[src/rtl/ctrl_pipeline_if.sv]
`default_nettype none
// ============================================================================
// Module      : ctrl_pipeline_if
// Description : Signal bundle between the MIPS core datapath and the
//               control-pipeline / hazard unit.
//               Carries the decoded ID-stage control bundle, the ID register
//               fields and the EX zero flag into the unit. It carries the
//               staged controls, hazard decisions and forwarding selects
//               back out.
//   master : core side, drives id_* and ex_zero and observes the results.
//   slave  : ctrl_pipeline side.
// Revision    : 1.0  initial release
// ============================================================================
interface ctrl_pipeline_if;

    // Decoder control bundle for the instruction currently in ID
    logic       id_regDst;
    logic       id_jump;
    logic       id_branch;
    logic       id_branchne;
    logic       id_memRead;
    logic       id_memToReg;
    logic       id_regWrite;
    logic       id_ALUSrc;
    logic       id_memWrite;
    logic       id_memWriteSB;
    logic       id_sys;
    logic       id_jr;
    logic       id_jal;
    logic [1:0] id_Shift;
    logic [2:0] id_ALUop;

    // Register fields of the ID instruction
    logic [4:0] id_rs;
    logic [4:0] id_rt;
    logic [4:0] id_rd;

    // ALU zero flag of the instruction in EX
    logic       ex_zero;

    // Staged controls
    logic [20:0] ex_ctrl;
    logic        mem_memRead;
    logic        mem_memWrite;
    logic        mem_memWriteSB;
    logic        wb_regWrite;
    logic        wb_memToReg;
    logic [4:0]  wb_dst;

    // Hazard / forwarding / retirement
    logic        stall;
    logic        flush;
    logic [1:0]  fwd_a;
    logic [1:0]  fwd_b;
    logic        sys_retire;

    modport master (
        output id_regDst, id_jump, id_branch, id_branchne, id_memRead,
               id_memToReg, id_regWrite, id_ALUSrc, id_memWrite,
               id_memWriteSB, id_sys, id_jr, id_jal, id_Shift, id_ALUop,
               id_rs, id_rt, id_rd, ex_zero,
        input  ex_ctrl, mem_memRead, mem_memWrite, mem_memWriteSB,
               wb_regWrite, wb_memToReg, wb_dst,
               stall, flush, fwd_a, fwd_b, sys_retire
    );

    modport slave (
        input  id_regDst, id_jump, id_branch, id_branchne, id_memRead,
               id_memToReg, id_regWrite, id_ALUSrc, id_memWrite,
               id_memWriteSB, id_sys, id_jr, id_jal, id_Shift, id_ALUop,
               id_rs, id_rt, id_rd, ex_zero,
        output ex_ctrl, mem_memRead, mem_memWrite, mem_memWriteSB,
               wb_regWrite, wb_memToReg, wb_dst,
               stall, flush, fwd_a, fwd_b, sys_retire
    );

endinterface
`default_nettype wire

[src/rtl/ctrl_pipeline.sv]
`default_nettype none
// ============================================================================
// Module      : ctrl_pipeline
// Description : Control-bundle carrier and hazard unit for the 5-stage MIPS
//               core. It registers the decoded control bundle through the
//               ID/EX, EX/MEM and MEM/WB boundaries. It detects load-use
//               stalls and branch/jump redirects, produces the EX operand
//               forwarding selects and pulses sys_retire as a syscall
//               leaves WB.
// Ports       :
//   clk   in  core clock, rising edge
//   rst_b in  asynchronous active-low reset (loads a bubble into every stage)
//   bus   slave modport of ctrl_pipeline_if:
//     in : id_* control bundle, id_rs/id_rt/id_rd, ex_zero
//     out: ex_ctrl[20:0], mem_memRead/memWrite/memWriteSB,
//          wb_regWrite/memToReg, wb_dst[4:0], stall, flush,
//          fwd_a[1:0], fwd_b[1:0], sys_retire
//   ex_ctrl packing (MSB..LSB): 3'b000, regDst, jump, branch, branchne,
//          memRead, memToReg, regWrite, ALUSrc, memWrite, memWriteSB,
//          sys, jr, jal, Shift[1:0], ALUop[2:0]
// Revision    : 1.0  initial release
// ============================================================================
module ctrl_pipeline (
    input  logic           clk,
    input  logic           rst_b,
    ctrl_pipeline_if.slave bus
);

    // ------------------------------------------------------------------
    // Bundle layout (18 live bits, padded to 21 on the ex_ctrl output)
    // ------------------------------------------------------------------
    localparam int unsigned c_bundle_w     = 18;
    localparam int unsigned c_b_regdst     = 17;
    localparam int unsigned c_b_jump       = 16;
    localparam int unsigned c_b_branch     = 15;
    localparam int unsigned c_b_branchne   = 14;
    localparam int unsigned c_b_memread    = 13;
    localparam int unsigned c_b_memtoreg   = 12;
    localparam int unsigned c_b_regwrite   = 11;
    localparam int unsigned c_b_memwrite   = 9;
    localparam int unsigned c_b_memwritesb = 8;
    localparam int unsigned c_b_sys        = 7;
    localparam int unsigned c_b_jr         = 6;
    localparam int unsigned c_b_jal        = 5;

    localparam logic [4:0] c_reg_zero = 5'd0;
    localparam logic [4:0] c_reg_ra   = 5'd31;

    localparam logic [1:0] c_fwd_rf  = 2'b00;
    localparam logic [1:0] c_fwd_mem = 2'b10;
    localparam logic [1:0] c_fwd_wb  = 2'b01;

    // ------------------------------------------------------------------
    // Stage registers
    // ------------------------------------------------------------------
    // ID/EX
    logic [c_bundle_w-1:0] ex_bundle_q, ex_bundle_d;
    logic [4:0]            ex_dst_q,    ex_dst_d;
    logic [4:0]            ex_rs_q,     ex_rs_d;
    logic [4:0]            ex_rt_q,     ex_rt_d;
    // EX/MEM
    logic                  mem_memRead_q;
    logic                  mem_memWrite_q;
    logic                  mem_memWriteSB_q;
    logic                  mem_memToReg_q;
    logic                  mem_regWrite_q;
    logic                  mem_sys_q;
    logic [4:0]            mem_dst_q;
    // MEM/WB
    logic                  wb_regWrite_q;
    logic                  wb_memToReg_q;
    logic                  wb_sys_q;
    logic [4:0]            wb_dst_q;
    // Retirement
    logic                  sys_retire_q;

    // ------------------------------------------------------------------
    // Combinational helpers
    // ------------------------------------------------------------------
    logic [c_bundle_w-1:0] w_id_bundle;
    logic [4:0]            w_id_dst;
    logic                  w_hazard;
    logic                  w_redirect;
    logic                  w_bubble;

    assign w_id_bundle = {bus.id_regDst,   bus.id_jump,     bus.id_branch,
                          bus.id_branchne, bus.id_memRead,  bus.id_memToReg,
                          bus.id_regWrite, bus.id_ALUSrc,   bus.id_memWrite,
                          bus.id_memWriteSB, bus.id_sys,    bus.id_jr,
                          bus.id_jal,      bus.id_Shift,    bus.id_ALUop};

    // Destination of the ID instruction. A non-writing instruction carries
    // dst 0 so that the register fields the decoder leaves undefined for it
    // can never look like a hazard or a forwarding source downstream.
    always_comb begin
        w_id_dst = c_reg_zero;
        if (bus.id_regWrite) begin
            if (bus.id_jal) begin
                w_id_dst = c_reg_ra;
            end else if (bus.id_regDst) begin
                w_id_dst = bus.id_rd;
            end else begin
                w_id_dst = bus.id_rt;
            end
        end
    end

    // Load-use: the load in EX produces its value too late for the
    // instruction in ID, which has to wait one cycle.
    assign w_hazard = ex_bundle_q[c_b_memread] && (ex_dst_q != c_reg_zero) &&
                      ((ex_dst_q == bus.id_rs) || (ex_dst_q == bus.id_rt));

    // Control transfer resolved in EX.
    assign w_redirect = (ex_bundle_q[c_b_branch]   &&  bus.ex_zero) ||
                        (ex_bundle_q[c_b_branchne] && !bus.ex_zero) ||
                         ex_bundle_q[c_b_jump] ||
                         ex_bundle_q[c_b_jr];

    // Both cases insert exactly one bubble. When they coincide the ID
    // instruction is on the wrong path anyway, so the redirect takes the
    // cycle and no stall is requested.
    assign w_bubble = w_hazard || w_redirect;

    always_comb begin
        ex_bundle_d = w_id_bundle;
        ex_dst_d    = w_id_dst;
        ex_rs_d     = bus.id_rs;
        ex_rt_d     = bus.id_rt;
        if (w_bubble) begin
            ex_bundle_d = '0;
            ex_dst_d    = c_reg_zero;
            ex_rs_d     = c_reg_zero;
            ex_rt_d     = c_reg_zero;
        end
    end

    // ------------------------------------------------------------------
    // Pipeline registers. EX/MEM and MEM/WB never stall.
    // ------------------------------------------------------------------
    always_ff @(posedge clk or negedge rst_b) begin
        if (!rst_b) begin
            ex_bundle_q      <= '0;
            ex_dst_q         <= c_reg_zero;
            ex_rs_q          <= c_reg_zero;
            ex_rt_q          <= c_reg_zero;
            mem_memRead_q    <= 1'b0;
            mem_memWrite_q   <= 1'b0;
            mem_memWriteSB_q <= 1'b0;
            mem_memToReg_q   <= 1'b0;
            mem_regWrite_q   <= 1'b0;
            mem_sys_q        <= 1'b0;
            mem_dst_q        <= c_reg_zero;
            wb_regWrite_q    <= 1'b0;
            wb_memToReg_q    <= 1'b0;
            wb_sys_q         <= 1'b0;
            wb_dst_q         <= c_reg_zero;
            sys_retire_q     <= 1'b0;
        end else begin
            ex_bundle_q      <= ex_bundle_d;
            ex_dst_q         <= ex_dst_d;
            ex_rs_q          <= ex_rs_d;
            ex_rt_q          <= ex_rt_d;

            mem_memRead_q    <= ex_bundle_q[c_b_memread];
            mem_memWrite_q   <= ex_bundle_q[c_b_memwrite];
            mem_memWriteSB_q <= ex_bundle_q[c_b_memwritesb];
            mem_memToReg_q   <= ex_bundle_q[c_b_memtoreg];
            mem_regWrite_q   <= ex_bundle_q[c_b_regwrite];
            mem_sys_q        <= ex_bundle_q[c_b_sys];
            mem_dst_q        <= ex_dst_q;

            wb_regWrite_q    <= mem_regWrite_q;
            wb_memToReg_q    <= mem_memToReg_q;
            wb_sys_q         <= mem_sys_q;
            wb_dst_q         <= mem_dst_q;

            sys_retire_q     <= wb_sys_q;
        end
    end

    // ------------------------------------------------------------------
    // Forwarding: the youngest producer (MEM) wins over WB; register 0 is
    // hard-wired and never forwarded.
    // ------------------------------------------------------------------
    function automatic logic [1:0] fwd_select(
        input logic [4:0] src,
        input logic       mem_we,
        input logic [4:0] mem_dst,
        input logic       wb_we,
        input logic [4:0] wb_dst
    );
        logic [1:0] sel;
        sel = c_fwd_rf;
        if (mem_we && (mem_dst != c_reg_zero) && (mem_dst == src)) begin
            sel = c_fwd_mem;
        end else if (wb_we && (wb_dst != c_reg_zero) && (wb_dst == src)) begin
            sel = c_fwd_wb;
        end
        return sel;
    endfunction

    // ------------------------------------------------------------------
    // Outputs
    // ------------------------------------------------------------------
    assign bus.ex_ctrl        = {3'b000, ex_bundle_q};
    assign bus.mem_memRead    = mem_memRead_q;
    assign bus.mem_memWrite   = mem_memWrite_q;
    assign bus.mem_memWriteSB = mem_memWriteSB_q;
    assign bus.wb_regWrite    = wb_regWrite_q;
    assign bus.wb_memToReg    = wb_memToReg_q;
    assign bus.wb_dst         = wb_dst_q;
    assign bus.stall          = w_hazard && !w_redirect;
    assign bus.flush          = w_redirect;
    assign bus.fwd_a          = fwd_select(ex_rs_q, mem_regWrite_q, mem_dst_q,
                                           wb_regWrite_q, wb_dst_q);
    assign bus.fwd_b          = fwd_select(ex_rt_q, mem_regWrite_q, mem_dst_q,
                                           wb_regWrite_q, wb_dst_q);
    assign bus.sys_retire     = sys_retire_q;

endmodule
`default_nettype wire

[src/flat_wrapper.sv]
// flat-port wrapper written by rule: the top's interface ports become plain ports
module ctrl_pipeline_flat 
  (clk, rst_b, bus_id_regDst, bus_id_jump, bus_id_branch, bus_id_branchne, bus_id_memRead, bus_id_memToReg, bus_id_regWrite, bus_id_ALUSrc, bus_id_memWrite, bus_id_memWriteSB, bus_id_sys, bus_id_jr, bus_id_jal, bus_id_Shift, bus_id_ALUop, bus_id_rs, bus_id_rt, bus_id_rd, bus_ex_zero, bus_ex_ctrl, bus_mem_memRead, bus_mem_memWrite, bus_mem_memWriteSB, bus_wb_regWrite, bus_wb_memToReg, bus_wb_dst, bus_stall, bus_flush, bus_fwd_a, bus_fwd_b, bus_sys_retire);
  ctrl_pipeline_if bus_i ();
  input  logic clk;
  input  logic rst_b;
  input wire logic [$bits(bus_i.id_regDst)-1:0] bus_id_regDst;
  input wire logic [$bits(bus_i.id_jump)-1:0] bus_id_jump;
  input wire logic [$bits(bus_i.id_branch)-1:0] bus_id_branch;
  input wire logic [$bits(bus_i.id_branchne)-1:0] bus_id_branchne;
  input wire logic [$bits(bus_i.id_memRead)-1:0] bus_id_memRead;
  input wire logic [$bits(bus_i.id_memToReg)-1:0] bus_id_memToReg;
  input wire logic [$bits(bus_i.id_regWrite)-1:0] bus_id_regWrite;
  input wire logic [$bits(bus_i.id_ALUSrc)-1:0] bus_id_ALUSrc;
  input wire logic [$bits(bus_i.id_memWrite)-1:0] bus_id_memWrite;
  input wire logic [$bits(bus_i.id_memWriteSB)-1:0] bus_id_memWriteSB;
  input wire logic [$bits(bus_i.id_sys)-1:0] bus_id_sys;
  input wire logic [$bits(bus_i.id_jr)-1:0] bus_id_jr;
  input wire logic [$bits(bus_i.id_jal)-1:0] bus_id_jal;
  input wire logic [$bits(bus_i.id_Shift)-1:0] bus_id_Shift;
  input wire logic [$bits(bus_i.id_ALUop)-1:0] bus_id_ALUop;
  input wire logic [$bits(bus_i.id_rs)-1:0] bus_id_rs;
  input wire logic [$bits(bus_i.id_rt)-1:0] bus_id_rt;
  input wire logic [$bits(bus_i.id_rd)-1:0] bus_id_rd;
  input wire logic [$bits(bus_i.ex_zero)-1:0] bus_ex_zero;
  output wire logic [$bits(bus_i.ex_ctrl)-1:0] bus_ex_ctrl;
  output wire logic [$bits(bus_i.mem_memRead)-1:0] bus_mem_memRead;
  output wire logic [$bits(bus_i.mem_memWrite)-1:0] bus_mem_memWrite;
  output wire logic [$bits(bus_i.mem_memWriteSB)-1:0] bus_mem_memWriteSB;
  output wire logic [$bits(bus_i.wb_regWrite)-1:0] bus_wb_regWrite;
  output wire logic [$bits(bus_i.wb_memToReg)-1:0] bus_wb_memToReg;
  output wire logic [$bits(bus_i.wb_dst)-1:0] bus_wb_dst;
  output wire logic [$bits(bus_i.stall)-1:0] bus_stall;
  output wire logic [$bits(bus_i.flush)-1:0] bus_flush;
  output wire logic [$bits(bus_i.fwd_a)-1:0] bus_fwd_a;
  output wire logic [$bits(bus_i.fwd_b)-1:0] bus_fwd_b;
  output wire logic [$bits(bus_i.sys_retire)-1:0] bus_sys_retire;
  assign bus_i.id_regDst = bus_id_regDst;
  assign bus_i.id_jump = bus_id_jump;
  assign bus_i.id_branch = bus_id_branch;
  assign bus_i.id_branchne = bus_id_branchne;
  assign bus_i.id_memRead = bus_id_memRead;
  assign bus_i.id_memToReg = bus_id_memToReg;
  assign bus_i.id_regWrite = bus_id_regWrite;
  assign bus_i.id_ALUSrc = bus_id_ALUSrc;
  assign bus_i.id_memWrite = bus_id_memWrite;
  assign bus_i.id_memWriteSB = bus_id_memWriteSB;
  assign bus_i.id_sys = bus_id_sys;
  assign bus_i.id_jr = bus_id_jr;
  assign bus_i.id_jal = bus_id_jal;
  assign bus_i.id_Shift = bus_id_Shift;
  assign bus_i.id_ALUop = bus_id_ALUop;
  assign bus_i.id_rs = bus_id_rs;
  assign bus_i.id_rt = bus_id_rt;
  assign bus_i.id_rd = bus_id_rd;
  assign bus_i.ex_zero = bus_ex_zero;
  assign bus_ex_ctrl = bus_i.ex_ctrl;
  assign bus_mem_memRead = bus_i.mem_memRead;
  assign bus_mem_memWrite = bus_i.mem_memWrite;
  assign bus_mem_memWriteSB = bus_i.mem_memWriteSB;
  assign bus_wb_regWrite = bus_i.wb_regWrite;
  assign bus_wb_memToReg = bus_i.wb_memToReg;
  assign bus_wb_dst = bus_i.wb_dst;
  assign bus_stall = bus_i.stall;
  assign bus_flush = bus_i.flush;
  assign bus_fwd_a = bus_i.fwd_a;
  assign bus_fwd_b = bus_i.fwd_b;
  assign bus_sys_retire = bus_i.sys_retire;
  ctrl_pipeline u_core (.clk(clk), .rst_b(rst_b), .bus(bus_i));
endmodule
[config.mk]
export PLATFORM = sky130hd
export DESIGN_NAME = ctrl_pipeline_flat
export DESIGN_NICKNAME = d
export VERILOG_FILES = /design/src/rtl/ctrl_pipeline_if.sv /design/src/rtl/ctrl_pipeline.sv /design/src/flat_wrapper.sv
export SDC_FILE = /design/constraint.sdc
export NUM_CORES = 1
export LEC_CHECK = 0
export ABC_AREA = 1
export CORE_ASPECT_RATIO = 0.8
export CORE_MARGIN = 5
export CORE_UTILIZATION = 28
export CTS_CLUSTER_DIAMETER = 100
export DETAILED_ROUTE_END_ITERATION = 10
export GPL_ROUTABILITY_DRIVEN = 1
export GPL_TIMING_DRIVEN = 0
export PLACE_DENSITY_LB_ADDON = 0.2
export SYNTH_ARGS = -nofsm -noshare
export SYNTH_HDL_FRONTEND = slang
export SYNTH_SLANG_ARGS = --single-unit
export TNS_END_PERCENT = 30
[constraint.sdc]
create_clock -name clk -period 2 [get_ports clk]
set_input_delay 0.4 -clock clk [delete_from_list [all_inputs] [get_ports clk]]
set_output_delay 0.4 -clock clk [all_outputs]
set_load 0.005 [all_outputs]
==> results of run 1 <==
==> timing repair <==
action                                  4_1_cts  5_1_grt
hold buffers                                  0        0
resized for setup                            10       10
setup buffers                                 2        2
pin swaps                                     4        5
endpoints found under the setup margin        6        6
endpoints found under the hold margin         0        0
==> registers in the layout, indices dropped and copies added (netlist names), 5 cells and up <==
name	flops
u_core.ex_bundle_q	18
u_core.mem_dst_q	5
u_core.bus.wb_dst	5
u_core.ex_dst_q	5
u_core.ex_rt_q	5
u_core.ex_rs_q	5
==> metal layers <==
metal | vias up | routed length, um
li1 | 834 | -
met1 | 706 | 2180
met2 | 53 | 2120
met3 | 2 | 497
met4 | 0 | 23
met5 | - | 0
==> synthesized netlist by cell type <==
master,count
nand2_1,32
inv_1,38
nor2_2,3
conb_1,1
clkbuf_1,1
buf_4,3
xnor2_1,16
xor2_1,6
a211oi_1,1
nand4_1,5
nand3_1,2
nand2_2,1
buf_8,3
nor3_1,3
dfrtp_1,53
o21ai_0,13
nor2_1,44
and2_2,1
nand2_4,1
==> power by group <==
part | switching, mW | internal [mW]
registers | 0.197 | 1.34
clock network | 0.323 | 0.248
logic | 0.497 | 0.689
total | 1.02 | 2.28
==> cells by family (layout without fill, tap and decap cells) <==
kind of cell / count (synthesis) / in the layout / share of synthesized area, %
AOI/OAI and AO/OA: 14 / 14 / 3.31
xor gates and xnor gates: 22 / 22 / 8.78
buffers and inverters: 45 / 128 / 9.75
DFF: 53 / 53 / 60.4
other: 1 / 3 / 0.171
and+or+nand+nor: 92 / 92 / 17.6
==> area by class of cell <==
| class | instances | area (um2) | share of cell area, % |
|---|---|---|---|
| tap | 105 | 131 | 4.11 |
| clock buffer | 7 | 76.3 | 2.39 |
| timing repair buffer | 75 | 743 | 23.3 |
| multi-input combinational | 131 | 694 | 21.7 |
| sequential | 53 | 1330 | 41.6 |
| inverter | 38 | 143 | 4.46 |
| clock inverter | 1 | 7.51 | 0.235 |
| buffer | 7 | 71.3 | 2.23 |
==> through the flow <==
step	hold slack, ns	power (mW)
2_1_floorplan	0.104	2.10
3_3_place_gp	0.332	2.69
3_5_place_dp	0.335	2.71
4_1_cts	0.0340	3.33
5_1_grt	0.0503	3.52
6_report	0.0394	3.29
==> worst paths after layout <==
kind	start	endpoint	slack, ns	depth (start not counted)
max in group asynchronous	rst_b	u_core.mem_dst_q[1]$_DFF_PN0_	1.42	2
hold reg to reg	u_core.wb_sys_q$_DFF_PN0_	u_core.bus.sys_retire$_DFF_PN0_	0.35	0
hold / removal	rst_b	u_core.bus.mem_memRead$_DFF_PN0_	0.04	1
setup reg to reg	u_core.ex_dst_q[0]$_DFF_PN0_	u_core.ex_rt_q[4]$_DFF_PN0_	0.58	8
setup / recovery	u_core.mem_dst_q[1]$_DFF_PN0_	bus_fwd_a[1]	-0.12	4
min in group clk	u_core.wb_sys_q$_DFF_PN0_	u_core.bus.sys_retire$_DFF_PN0_	0.35	0
==> results.yml, run 1 <==
final_layout:
  final_cells: 417
  fin_nets: 347
  diodes: 0
  fin_util_pct: 42.4
  area_delta_synth_final_pct: 45.6
  stdcell_area_um2: 3200
  fillCellCount: 746
  final_cell_mix: "clkdlybuf4s50_1 (64), dfrtp_1 (51), nor2_1 (42)"
  drive_gt1_share_pct: 11.2
  mostFrequentLayoutCell: "clkdlybuf4s50_1"
timing:
  clock_skew_ns: 0.00337
  period_minus_slack_ns: 2.12
  finalSetupViolCount: 2
  fmax_mhz: 471
  finalCritPeriodShare_pct: 106
  rsz0062_at_grt: "true"
  final.setup.tns_ns: -0.139
  fin_ws_ns: -0.125
  final_max_slew_viol_count: 0
  hold_violations: 0
placement:
  placed_area_um2: 3050
  dpl.hpwl_um: 3830
  dp_cells: 405
  gp_congestion: 0.721
  io_buffers: 70
  place_ws_ns: -0.449
power:
  leakage_nw: 1.59
  power_density_nw_per_um2: 1030
  ir_worst_vdd_uv: 503
detailed_routing:
  wl_per_cell_um: 11.6
  first_pass_iters: 4
  drc_errors: 0
  vias: 1595
  routed_wl_um: 4820
  via_per_inst: 3.82
  drt_iter0_drc: 61
  ant_nets: 0
synthesis:
  synthesis.area_um2: 2190
  synth_top_area_share_pct: 60.4
  synth-seq-area-share_pct: 60.4
  synthTopCellsByArea: "dfrtp_1 (60%), nor2_1 (7.5%), inv_1 (6.5%)"
  synth_top_area_cell: "dfrtp_1"
  synthCells: 227
  syn_avg_cell_area_um2: 9.67
  yosys_warnings: 0
  ys_ff_latch: 53
  synthDistinctLibCells: 19
worst_setup_path:
  crit_type: "register to primary output"
  critical_path_required_ns: 1.60
  crit_chain: "xnor2_1 -> nand4_1 -> nor3_2 -> clkdlybuf4s50_1"
  arrival_ns: 1.72
  critPathMaxStageDelay_ns: 0.53
  start_kind: "register"
  crit_buf_inv: 1
  crit_family: "buffers and inverters"
  cpMaxStageDelayCell: "clkdlybuf4s50_1"
  critPathMaxFanout: 4
  worst_setup_path_end_kind: "primary output"
grt:
  grt_usage_pct: 10.6
  overflow: 0
  use_met3_pct: 5.34
  grt_pass1_wl_um: 7940
  busiest_layer: "met2"
  grt_max_degree: 37
  gr-usage-met1_pct: 13.5
  antenna_found_initial: 0
  grt_pass1_vias: 1664
  met2_usage_pct: 16.2
min_path:
  hold_class: "input port to asynchronous set/reset pin"
clock_network:
  path_clk_slew_ns: 0.09
  clockBufferDepth: 2
  clock_sink_count: 53
  cts_max_level: 2
  clock-root-buffer: "clkbuf_8"
  cts_made_buffers: 5
  clk_latency_ns: 0.29
  cts_tree: "done"
job:
  cap_violations: 0
die:
  die_h_um: 89.2
  die-width_um: 109
  row_count: 28
  die_area_um2: 9720
  core_area_um2: 7530
  initial_utilization_pct: 29.1
  io_pins: 74
run_status:
  violations: "setup timing"
  run_status: "finished with violations"
(Power assumes the default switching activity.)
==> run 2: changes to the inputs <==
--- a/config.mk
+++ b/config.mk
@@ -7,13 +7,13 @@
 export LEC_CHECK = 0
 export ABC_AREA = 1
 export CORE_ASPECT_RATIO = 0.8
-export CORE_MARGIN = 5
+export CORE_MARGIN = 3
 export CORE_UTILIZATION = 28
 export CTS_CLUSTER_DIAMETER = 100
 export DETAILED_ROUTE_END_ITERATION = 10
 export GPL_ROUTABILITY_DRIVEN = 1
 export GPL_TIMING_DRIVEN = 0
-export PLACE_DENSITY_LB_ADDON = 0.2
+export PLACE_DENSITY = 0.61
 export SYNTH_ARGS = -nofsm -noshare
 export SYNTH_HDL_FRONTEND = slang
 export SYNTH_SLANG_ARGS = --single-unit
==> results.yml, run 2 (same netlist as run 1, synthesis figures left out) <==
run_status:
  run_status: "finished with violations"
  violations: "setup timing"
clock_network:
  clock-root-buffer: "clkbuf_8"
  cts_tree: "done"
  clockBufferDepth: 2
  clk_latency_ns: 0.30
  cts_max_level: 2
  path_clk_slew_ns: 0.09
  cts_made_buffers: 5
  clock_sink_count: 53
  cts_hold_buffers: 0
die:
  row_count: 28
  io_pins: 74
  die-width_um: 105
  initial_utilization_pct: 29.3
  core_area_um2: 7500
  die_h_um: 85.2
  die_area_um2: 8940
placement:
  dp_cells: 405
  place_ws_ns: -0.447
  gp_congestion: 0.770
  dpl.hpwl_um: 3780
  io_buffers: 70
detailed_routing:
  top_layer: "met4"
  drt_iter0_drc: 44
  met2WireLength_um: 2060
  met3_length_um: 538
  vias: 1577
  routed_wl_um: 4690
  ant_nets: 0
  via_per_inst: 3.82
  met1_length_um: 2050
  first_pass_iters: 4
  drc_errors: 0
  wl_per_cell_um: 11.4
timing:
  rsz0062_at_grt: "true"
  finalSetupViolCount: 4
  finalCritPeriodShare_pct: 111
  fin_ws_ns: -0.229
  period_minus_slack_ns: 2.23
  clock_skew_ns: 0.00600
  fmax_mhz: 449
  slew_headroom_pct: 64.0
  hold_violations: 0
  worst_slew_pin_slew_ns: 0.540
  final_max_slew_viol_count: 0
grt:
  grt_pass1_vias: 1676
  overflow: 0
  antenna_found_initial: 0
  grt_max_degree: 32
  grt_usage_pct: 11.0
  grt_pass1_wl_um: 7810
job:
  cap_violations: 0
power:
  total_power_mw: 3.45
  ir_worst_vdd_uv: 500
  switching_share_pct: 29.8
  leakage_nw: 1.58
  p_sw_mw: 1.03
  power_density_nw_per_um2: 1080
  intPower_mw: 2.42
  clockPowerShare_pct: 21.6
  pwr-share-comb_pct: 33.8
  pwr-share-seq_pct: 44.7
worst_setup_path:
  crit_buf_inv: 4
  crit_chain: "clkdlybuf4s50_1 -> inv_1 -> a211oi_1 -> and2_4 -> inv_1 -> clkdlybuf4s50_1"
  crit_type: "input port to primary output"
  critPathMaxStageDelay_ns: 0.48
  critPathMaxFanout: 2
  crit_family: "buffers and inverters"
  arrival_ns: 1.83
  critical_path_required_ns: 1.60
  start_kind: "input port"
  cpMaxStageDelayCell: "clkdlybuf4s50_1"
  worst_setup_path_end_kind: "primary output"
final_layout:
  final_cell_mix: "clkdlybuf4s50_1 (66), dfrtp_1 (51), nor2_1 (44)"
  largest_reg_flops: 18
  drive_gt1_share_pct: 9.74
  fin_nets: 343
  seqCellArea_um2: 1330
  mostFrequentLayoutCell: "clkdlybuf4s50_1"
  fillCellCount: 774
  top_register: "u_core.ex_bundle_q"
  diodes: 0
  fin_util_pct: 42.8
  final_cells: 413
  multi_input_area_um2: 697
  area_delta_synth_final_pct: 46.2
min_path:
  hold_class: "input port to asynchronous set/reset pin"
==> run 2: layout make-up <==
class,instances,share of cell area [%]
plain buffers,7,2.22
inverters,38,4.45
repair buffers,71,22.3
clock buffers,6,2.57
well taps,105,4.10
flip-flops and latches,53,41.4
multi-input cells,131,21.7
clock inverters,2,1.17
==> run 2: worst paths after layout <==
path                                              startpoint                                to  slack (ns)  cells past startpoint
worst max-delay path                             bus_ex_zero                         bus_flush       -0.23                      6
worst min-delay path                                   rst_b  u_core.bus.mem_memRead$_DFF_PN0_        0.07                      1
worst max register to register  u_core.ex_dst_q[4]$_DFF_PN0_      u_core.ex_dst_q[0]$_DFF_PN0_        0.56                     10
worst min register to register     u_core.wb_sys_q$_DFF_PN0_   u_core.bus.sys_retire$_DFF_PN0_        0.36                      0
max in group asynchronous                              rst_b     u_core.mem_dst_q[0]$_DFF_PN0_        1.37                      2
min in group clk                   u_core.wb_sys_q$_DFF_PN0_   u_core.bus.sys_retire$_DFF_PN0_        0.36                      0
==> run 2: what timing repair did <==
item / 4_1_cts / 5_1_grt
endpoints found under the setup margin: 6 / 6
setup buffers: 0 / 0
endpoints found under the hold margin: 0 / 0
gates resized for setup: 8 / 6
pin swaps: 1 / 2
==> run 2: worst reg2reg max path, cell delays in order (launching register included) <==
cell	delay, ns
dfrtp_1	0.46
inv_1	0.07
nand2_1	0.06
nand2_1	0.05
nor2_1	0.10
nand3_1	0.10
nand2_1	0.09
nand2_2	0.08
nand2_4	0.13
buf_8	0.15
nor2_1	0.05
==> run 2: power by group through the flow <==
stage | Clock [mW] | Combinational [mW] | Sequential [mW]
2_1_floorplan | 0 | 0.564 | 1.53
3_3_place_gp | 0 | 1.13 | 1.55
3_5_place_dp | 0 | 1.15 | 1.56
4_1_cts | 0.779 | 1.17 | 1.54
5_1_grt | 0.827 | 1.30 | 1.58
6_report | 0.745 | 1.17 | 1.54
==> run 2: metal layers <==
metal  vias to the layer above  GRT usage, %
met2                        54          17.5
met5                         -             0
met1                       692          13.0
met4                         0          3.22
li1                        826             -
met3                         5          5.78
==> run 2: through the flow <==
step / instance area, um2 / hold WS [ns] / setup TNS, ns
2_1_floorplan: 2200 / 0.104 / 0
3_3_place_gp: 3030 / 0.332 / -56.22
3_5_place_dp: 3050 / 0.336 / -0.663
4_1_cts: 3180 / 0.0804 / -0.955
5_1_grt: 3210 / 0.106 / -1.15
6_report: 3210 / 0.0713 / -0.691
==> run 3: changes to the inputs <==
--- a/config.mk
+++ b/config.mk
@@ -7,7 +7,7 @@
 export LEC_CHECK = 0
 export ABC_AREA = 1
 export CORE_ASPECT_RATIO = 0.8
-export CORE_MARGIN = 3
+export CORE_MARGIN = 1
 export CORE_UTILIZATION = 28
 export CTS_CLUSTER_DIAMETER = 100
 export DETAILED_ROUTE_END_ITERATION = 10
==> results.yml, run 3 (same netlist as run 1, synthesis figures left out) <==
worst_setup_path:
  r2r_start: "u_core.ex_dst_q[0]$_DFF_PN0_"
  arrival_ns: 1.64
  critPathMaxStageDelay_ns: 0.49
  crit_type: "input port to primary output"
  critPathMaxFanout: 2
  worst_setup_path_end_kind: "primary output"
  r2r_end: "u_core.ex_dst_q[0]$_DFF_PN0_"
  critical_path_required_ns: 1.60
  crit_family: "buffers and inverters"
  reg2reg_depth: 10
  start_kind: "input port"
  r2r_slack_ns: 0.59
  crit_chain: "clkdlybuf4s50_1 -> inv_1 -> nand2_1 -> nand2_1 -> nor2_1 -> nand3_1 -> nand2_1 -> nand2_2 -> nor2_2 -> clkbuf_2"
  crit_path_frequent_cell: "nand2_1"
  cpMaxStageDelayCell: "clkdlybuf4s50_1"
  crit_buf_inv: 3
clock_network:
  clk_latency_ns: 0.30
  cts_made_buffers: 5
  cts_tree: "done"
  clock_sink_count: 53
  cts_max_level: 2
  clockBufferDepth: 2
  clock-root-buffer: "clkbuf_8"
  path_clk_slew_ns: 0.10
power:
  leakage_nw: 1.64
  ir_worst_vdd_uv: 452
  power_density_nw_per_um2: 1040
  total_power_mw: 3.38
grt:
  grt_pass1_vias: 1699
  grt_pass1_wl_um: 7650
  grt_max_degree: 30
  overflow: 0
  antenna_found_initial: 0
  grt_usage_pct: 12.3
die:
  die_h_um: 81.2
  io_pins: 74
  row_count: 28
  core_area_um2: 7500
  die-width_um: 101
  initial_utilization_pct: 29.3
  die_area_um2: 8200
detailed_routing:
  wl_per_cell_um: 11.0
  drt_iter0_drc: 56
  via_per_inst: 3.92
  first_pass_iters: 4
  drc_errors: 0
  routed_wl_um: 4620
  vias: 1648
  ant_nets: 0
timing:
  worst_slew_pin_slew_ns: 0.585
  fin_ws_ns: -0.0372
  slew_headroom_pct: 61.0
  final.setup.tns_ns: -0.0707
  fmax_mhz: 491
  finalCritPeriodShare_pct: 102
  rsz0062_at_grt: "true"
  period_minus_slack_ns: 2.04
  hold_violations: 0
  finalSetupViolCount: 2
  final_max_slew_viol_count: 0
  clock_skew_ns: 0.00526
final_layout:
  top_register: "u_core.ex_bundle_q"
  fin_util_pct: 43.1
  final_cell_mix: "clkdlybuf4s50_1 (60), dfrtp_1 (51), nor2_1 (43)"
  drive_gt1_share_pct: 13.3
  stdcell_area_um2: 3230
  area_delta_synth_final_pct: 47.4
  mostFrequentLayoutCell: "clkdlybuf4s50_1"
  largest_reg_flops: 18
  diodes: 0
  fin_nets: 350
placement:
  gp_congestion: 0.750
  io_buffers: 70
  dpl.hpwl_um: 3530
  placed_area_um2: 3050
  place_ws_ns: -0.445
min_path:
  hold_class: "input port to asynchronous set/reset pin"
run_status:
  violations: "setup timing"
  run_status: "finished with violations"
job:
  cap_violations: 0
-- run 3: how the worst max path moves through the flow --
| stage | start | end | slack [ns] | depth (start not counted) |
|---|---|---|---|---|
| 6_report | bus_id_rs[0] | bus_stall | -0.04 | 10 |
| 3_3_place_gp | rst_b | u_core.bus.wb_regWrite$_DFF_PN0_ | -1.04 | 1 |
| 4_1_cts | u_core.mem_dst_q[1]$_DFF_PN0_ | bus_fwd_b[1] | -0.18 | 4 |
| 2_1_floorplan | u_core.mem_dst_q[1]$_DFF_PN0_ | bus_fwd_a[0] | 0.63 | 5 |
| 3_5_place_dp | bus_id_rs[0] | bus_stall | -0.44 | 10 |
| 5_1_grt | bus_id_rs[0] | bus_stall | -0.15 | 10 |
-- run 3: layer usage --
layer	GRT usage [%]	routed length (um)	vias up
li1	-	-	844
met1	15.4	2080	748
met2	19.2	2060	51
met3	5.68	447	5
met4	3.48	35	0
met5	0	0	-
-- run 3: power breakdown --
group	switching (mW)	total, mW	internal (mW)	leakage, nW
sequential	0.198	1.54	1.34	0.689
combinational	0.499	1.21	0.709	0.903
clock	0.352	0.633	0.281	0.0512
total	1.05	3.38	2.33	1.64
-- run 3: per-stage QoR --
stage          hold WS, ns  std cells
2_1_floorplan        0.104        229
3_3_place_gp         0.332        404
3_5_place_dp         0.335        405
4_1_cts             0.0983        417
5_1_grt              0.119        420
6_report            0.0867        420
-- run 3: repair_timing --
action                     4_1_cts  5_1_grt
pin swaps                        6        6
setup endpoints to repair        6        6
hold buffers                     0        0
gates resized for setup         12       15
setup buffers                    4        3
-- run 3: layout make-up --
type / count / area [um2]
buffer: 7 / 71.3
clock buffer: 6 / 82.6
clock inverter: 2 / 13.8
fill: 769 / 4260
inverter: 38 / 143
multi-input combinational: 131 / 699
sequential: 53 / 1330
tap: 105 / 131
timing repair buffer: 78 / 764
